<file path="config.mk">
export PLATFORM = sky130hd
export DESIGN_NAME = icache_direct
export DESIGN_NICKNAME = d
export VERILOG_FILES = /design/src/rtl/icache_direct.sv
export SDC_FILE = /design/constraint.sdc
export NUM_CORES = 1
export LEC_CHECK = 0
export ABC_CLOCK_PERIOD_IN_PS = 13400
export CAP_MARGIN = 20
export CORE_ASPECT_RATIO = 0.9
export CORE_MARGIN = 1.5
export CORE_UTILIZATION = 67
export CTS_BUF_LIST = sky130_fd_sc_hd__clkbuf_4 sky130_fd_sc_hd__clkbuf_8
export CTS_CLUSTER_SIZE = 40
export DETAILED_ROUTE_END_ITERATION = 16
export GPL_ROUTABILITY_DRIVEN = 0
export HOLD_SLACK_MARGIN = 0.02
export PLACE_DENSITY = 0.95
export SLEW_MARGIN = 40
export SYNTH_ARGS = -nofsm -noshare
export SYNTH_HDL_FRONTEND = slang
export SYNTH_SLANG_ARGS = --single-unit
</file>
<file path="constraint.sdc">
create_clock -name CLK -period 13.4 [get_ports CLK]
set_clock_uncertainty 0.2 [all_clocks]
set_input_delay 2.68 -clock CLK [delete_from_list [all_inputs] [get_ports CLK]]
set_output_delay 2.68 -clock CLK [all_outputs]
set_load 0.05 [all_outputs]
</file>
<file path="src/rtl/icache_direct.sv">
// Direct-mapped, read-only instruction cache with one-word frames and a single-word miss fill.
// Optional hit/miss statistics counters are built when ICACHE_STATS_EN is defined.
module icache_direct #(
  parameter int SETS = 16,
  localparam int IDX_W = $clog2(SETS)
) (
  input  logic        CLK,
  input  logic        nRST,
  input  logic        imemREN,
  input  logic [31:0] imemaddr,
  output logic        ihit,
  output logic [31:0] imemload,
  output logic        iREN,
  output logic [31:0] iaddr,
  input  logic        iwait,
  input  logic [31:0] iload
`ifdef ICACHE_STATS_EN
  ,
  output logic [31:0] hit_count,
  output logic [31:0] miss_count
`endif
);

  localparam int TAG_W = 30 - IDX_W;

  typedef enum logic {
    IDLE  = 1'b0,
    FETCH = 1'b1
  } state_t;

  state_t           state_q, state_d;
  logic [29:0]      miss_addr_q, miss_addr_d;
  logic [SETS-1:0]  valid_q;
  logic [TAG_W-1:0] tag_q  [SETS];
  logic [31:0]      data_q [SETS];

  logic [IDX_W-1:0] req_idx, fill_idx;
  logic [TAG_W-1:0] req_tag, fill_tag;
  logic             lookup_hit;
  logic             fill_en;
  logic             miss_start;
  logic             unused_offset;

  assign req_idx       = imemaddr[IDX_W+1:2];
  assign req_tag       = imemaddr[31:IDX_W+2];
  assign fill_idx      = miss_addr_q[IDX_W-1:0];
  assign fill_tag      = miss_addr_q[29:IDX_W];
  assign lookup_hit    = valid_q[req_idx] && (tag_q[req_idx] == req_tag);
  assign unused_offset = ^imemaddr[1:0];

  always_comb begin
    state_d     = state_q;
    miss_addr_d = miss_addr_q;
    ihit        = 1'b0;
    imemload    = '0;
    iREN        = 1'b0;
    iaddr       = '0;
    fill_en     = 1'b0;
    miss_start  = 1'b0;
    case (state_q)
      IDLE: begin
        if (imemREN) begin
          if (lookup_hit) begin
            ihit     = 1'b1;
            imemload = data_q[req_idx];
          end else begin
            miss_start  = 1'b1;
            miss_addr_d = imemaddr[31:2];
            state_d     = FETCH;
          end
        end
      end
      FETCH: begin
        // The fill always completes to the latched address, whatever the fetch stage does meanwhile.
        iREN  = 1'b1;
        iaddr = {miss_addr_q, 2'b00};
        if (!iwait) begin
          fill_en = 1'b1;
          state_d = IDLE;
        end
      end
      default: state_d = IDLE;
    endcase
  end

  always_ff @(posedge CLK or negedge nRST) begin
    if (!nRST) begin
      state_q     <= IDLE;
      miss_addr_q <= '0;
      valid_q     <= '0;
    end else begin
      state_q     <= state_d;
      miss_addr_q <= miss_addr_d;
      if (fill_en) valid_q[fill_idx] <= 1'b1;
    end
  end

  // Tag and data storage carry no reset; the valid bits guard them.
  always_ff @(posedge CLK) begin
    if (fill_en) begin
      tag_q[fill_idx]  <= fill_tag;
      data_q[fill_idx] <= iload;
    end
  end

`ifdef ICACHE_STATS_EN
  logic [31:0] hit_cnt_q, miss_cnt_q;

  always_ff @(posedge CLK or negedge nRST) begin
    if (!nRST) begin
      hit_cnt_q  <= '0;
      miss_cnt_q <= '0;
    end else begin
      if (ihit && (hit_cnt_q != 32'hFFFF_FFFF)) hit_cnt_q <= hit_cnt_q + 32'd1;
      if (miss_start && (miss_cnt_q != 32'hFFFF_FFFF)) miss_cnt_q <= miss_cnt_q + 32'd1;
    end
  end

  assign hit_count  = hit_cnt_q;
  assign miss_count = miss_cnt_q;
`endif

endmodule

</file>
## Word-level counts from Yosys, hierarchy flattened

Memories as Yosys holds them, arrays and structs flattened.
Cells that the tools add are included.

- Register bits: 47
- RAM bits: 928
- Input bits: 68
- Output and inout port bits: 66
- Word-level logic and storage cells: 35
- Memories kept: 2

Memory list:

| name | depth | bits a word | read ports | clocked after memory_dff | wr ports | line | source |
|---|---|---|---|---|---|---|---|
| data_q | 16 | 32 | 1 | 0 | 1 | 35 | `logic [31:0] data_q [SETS];` |
| tag_q | 16 | 26 | 1 | 0 | 1 | 34 | `logic [TAG_W-1:0] tag_q [SETS];` |

- Order comparisons: 3
- Equality and inequality tests: 1
- Muxes and demuxes: 20
- Bitwise operators: 3
- Reductions and logical operators: 3

Operator list:

| operator | number |
|---|---|
| $mux 32 | 4 |
| $eq 26x26->1 | 1 |
| $or 16x16->16 | 1 |
| $mux 1 | 13 |
| $lt 4x5->1 const B | 2 |
| $bmux 1 s4 | 1 |
| $demux 1 s4 | 1 |
| $ge 4x1->1 const B | 1 |
| $reduce_and 3->1 | 1 |
| $logic_and 1x1->1 | 2 |
| $not 1->1 | 2 |
| $pmux 1 s2 | 1 |

## Longest topological paths before layout

- Depth in word-level cells: 6
- Mapped depth: 14

## Worst setup path after synthesis

No wires, ideal clock.

- Kind: input-to-output
- Start: input imemaddr[3]
- End: output imemload[12]
- Data arrival time: 6.304 ns
- Slack: 4.216 ns
- Stages on the path: 11
- Buffers on the path: 5
- Path through: buf_4 buf_4 buf_4 buf_2 mux4_2 mux4_2 xor2_1 nor4_2 nand4_2 buf_6 nor3b_1

- Longest elaborated chain between the ends: 6

Ends and longest elaborated chain:

| item | line | source |
|---|---|---|
| start: declaration | 10 | `input logic [31:0] imemaddr,` |
| $mem_v2 16x26 or $bmux 1 s4 (tied branches) | -- |  |
| $eq 26x26->1 or $mux 1 (tied branches) | 48 | `assign lookup_hit = valid_q[req_idx] && (tag_q[req_idx] == req_tag);` |
| $logic_and 1x1->1 | 48 |  |
| $mux 32 (*) | 63 | `if (lookup_hit) begin` |
| $mux 32 (*) | 62 | `if (imemREN) begin` |
| $mux 32 (*) | 60 | `case (state_q)` |
| end: declaration | 12 | `output logic [31:0] imemload,` |

Mark *: on every way between the ends. The rest lies on a longest branch, timed or not. The select of a mux whose other input is x is not followed.

## Worst setup path after layout

- Start: input imemaddr[3]
- End: output imemload[31]

The elaborated chain is that of the path after synthesis.

==> reports/summary.txt <==
Outcome -> completed
Design Area, Final -> 43400 um2
Final Worst Setup Slack -> 2.60 ns
Least-Margin Pin Slew -> 0.915 ns
CP endpoint kind -> primary output
Seq/Total Area, Yosys -> 76.1%
Register area -> 29000 um2
I/O Buffers -> 129
Post-Syn Area -> 38200 um2
Internal -> 0.00507 W
Critical path launch point type -> input pin
CP max FO -> 54
Antenna-violating nets left -> 0
RSZ-0062 raised after global routing -> false
DR vias -> 20500
DRT iter0 DRCs -> 3171
Reg clk slew, reported paths -> 0.07 ns
Power Density -> 154 nW/um2
DR vias/cell -> 7.35
F_max -> 92.6 MHz
DIE AREA -> 58400 um2
Post-synth EDFFs -> 928
Synth area leader -> edfxtp_1
Crit path DAT -> 7.92 ns
Period minus WS final -> 10.80 ns
CTS sink count -> 975
Worst setup path class -> input pin to primary output
NetSw -> 0.00162 W
Final #Nets -> 1987
Pleak -> 14.0 nW
CTS tree -> done
Global-route wire length before repair -> 147000 um
Clk_lat worst skew -> 0.80 ns
Max clock buf depth -> 3
Post-CTS Setup Bufs -> 0
H-Tree Depth -> 4
Post-placement cell area -> 40400 um2
Ports -> 134
Initial core utilization -> 68.1%
Fillers -> 2468
Yosys warns -> 0
Top area cells in the synthesized netlist -> edfxtp_1 (73%), mux4_2 (13%), dfrtp_1 (3.1%), mux2i_1 (2.1%), mux2_4 (1.1%)
Final Hold Fails -> 0
Peak supply drop -> 81.6 uV
# setup viols final -> 0
Top_reg_cell synth -> edfxtp_1
Max Cap Violations -> 0
DRC -> 0
Final wirelength -> 103000 um
Largest net degree at the start of global routing -> 83
Multi-input gate area -> 8720 um2
Async set or reset register ratio after synthesis -> 4.82%
Layout area overhead -> 13.7%
Reg2reg setup slack -> 9.09 ns
Row cnt -> 82
WL/cell -> 37.0 um
Grt ovf -> 0
Setup_tns -> 0 ns
Hold-fix buffers, CTS -> 0
Cells after synthesis -> 1696
Dpl cells -> 2528
Crit share post-route -> 80.6%
Dpl ws -> 2.69 ns
Detailed placer's ending HPWL -> 51900 um
Share of the synthesized area in the top cell type -> 73.0%
PostCTS Resize Cnt -> 0
Critical path required time -> 10.52 ns
Slew Limit Fails -> 0
Vias in the first global route -> 21300
Share of cells above drive strength 1 -> 29.3%
Die H -> 229 um
Total Routing Usage GR -> 36.7%
TritonRoute pass-1 iters -> 6
Comb pwr share -> 8.7%
Inserted Clock Buffers -> 144
Unique masters post-synth -> 56
Post-route insts no fill -> 2792
Slew headroom -> 37.3%
Root Buffer -> clkbuf_8
Post-layout util -> 77.4%
Mapped Avg Cell Area -> 22.5 um2
Initial antenna violation count -> 9
Number of synthesized register bits -> 975
Core ar. -> 56000 um2
Switching share of power -> 24.2%
HP Class -> flip-flop to flip-flop
Clock power frac -> 36.5%
Part of the power in registers -> 54.8%
Die W -> 255 um
[worst max-delay path, stage by stage]
cell	delay, ns
buf_8	0.31
buf_16	0.37
buf_4	0.67
nor2_1	0.37
a221oi_1	0.39
mux2_2	0.29
o2111ai_1	0.23
nor4_4	0.65
nand4_2	0.19
buf_4	0.32
nor3b_1	0.39
clkdlybuf4s50_1	0.91
[per-stage QoR]
step	power, W	hold WS (ns)
4_1_cts	0.00667	0.291
6_report	0.00669	0.290
3_5_place_dp	0.00427	0.252
3_3_place_gp	0.00420	0.245
5_1_grt	0.00682	0.307
2_1_floorplan	0.00402	0.234
[layout by cell type, fill, tap and decap left out, types with 8 or more instances in the layout]
cell / count
xor2_1: 16
mux4_2: 226
mux2i_1: 80
buf_4: 20
nor2_4: 12
or2_2: 16
and2_1: 30
mux2_4: 29
nand2_1: 15
o22ai_1: 8
a22oi_1: 18
nor3b_1: 27
a221oi_1: 11
clkinv_2: 8
clkbuf_8: 155
nor2_1: 9
xnor2_1: 26
dfrtp_1: 47
buf_6: 13
clkbuf_4: 56
clkdlybuf4s50_1: 124
edfxtp_1: 928
clkinv_1: 31
mux2_2: 20
[synthesized netlist by cell type, types with 18 or more instances]
master and count:
xnor2_1 26, and2_1 30, buf_2 32, dfrtp_1 47, nor2_1 21, clkbuf_1 32
mux4_2 226, mux2_2 20, a22oi_1 18, mux2i_1 80, nor3b_1 27, edfxtp_1 928
mux2_4 29
[power groups by stage]
stage	combinational (W)	clock, W	sequential (W)
6_report	0.000584	0.00244	0.00366
5_1_grt	0.000597	0.00256	0.00367
4_1_cts	0.000570	0.00245	0.00366
3_5_place_dp	0.000554	0	0.00371
3_3_place_gp	0.000516	0	0.00368
2_1_floorplan	0.000359	0	0.00366
[routing by layer]
| metal | wire length (um) | share of wire (%) | vias to the layer above | track usage, % |
|---|---|---|---|---|
| met5 | 38 | 0.037 | - | 0 |
| met4 | 6700 | 6.5 | 6 | 22.7 |
| met3 | 13000 | 13 | 506 | 9.32 |
| met2 | 51200 | 50 | 2180 | 58.6 |
| met1 | 32400 | 31 | 10300 | 45.5 |
| li1 | - | - | 7569 | - |
[flip-flops by register name, indices dropped and copies added (netlist names)]
register	count
state_q	1
data_q	512
valid_q	16
miss_addr_q	30
tag_q	416
[path summary, 6_finish.rpt]
path | to | depth (start not counted) | from
max in group asynchronous | miss_addr_q[27]$_DFFE_PN0P_ | 2 | nRST
worst min-delay path | valid_q[13]$_DFFE_PN0P_ | 1 | valid_q[13]$_DFFE_PN0P_
min in group asynchronous | miss_addr_q[28]$_DFFE_PN0P_ | 2 | nRST
worst min register to register | valid_q[13]$_DFFE_PN0P_ | 1 | valid_q[13]$_DFFE_PN0P_
worst max-delay path | imemload[31] | 12 | imemaddr[3]
worst max register to register | miss_addr_q[2]$_DFFE_PN0P_ | 9 | tag_q[15][18]$_DFFE_PP_
[area by class of cell]
type	count	share of cell area [%]
Antenna cell	5	0.0288
Inverter	2	0.0173
Multi-Input combinational cell	627	20.1
Clock buffer	210	5.86
Sequential cell	975	67.0
Timing Repair Buffer	169	4.06
Clock inverter	48	0.785
Tap cell	756	2.18
[kinds of logic after synthesis]
logic type      count (synthesis)  synth area share (%)
simple gates                  165                  2.69
other cells                     1               0.00983
mux                           361                  17.6
xor+xnor                       42                 0.964
buf+inv                        95                  1.40
flops                         975                  76.1
compound gates                 57                  1.25
Power figures use the tool's default switching activity.
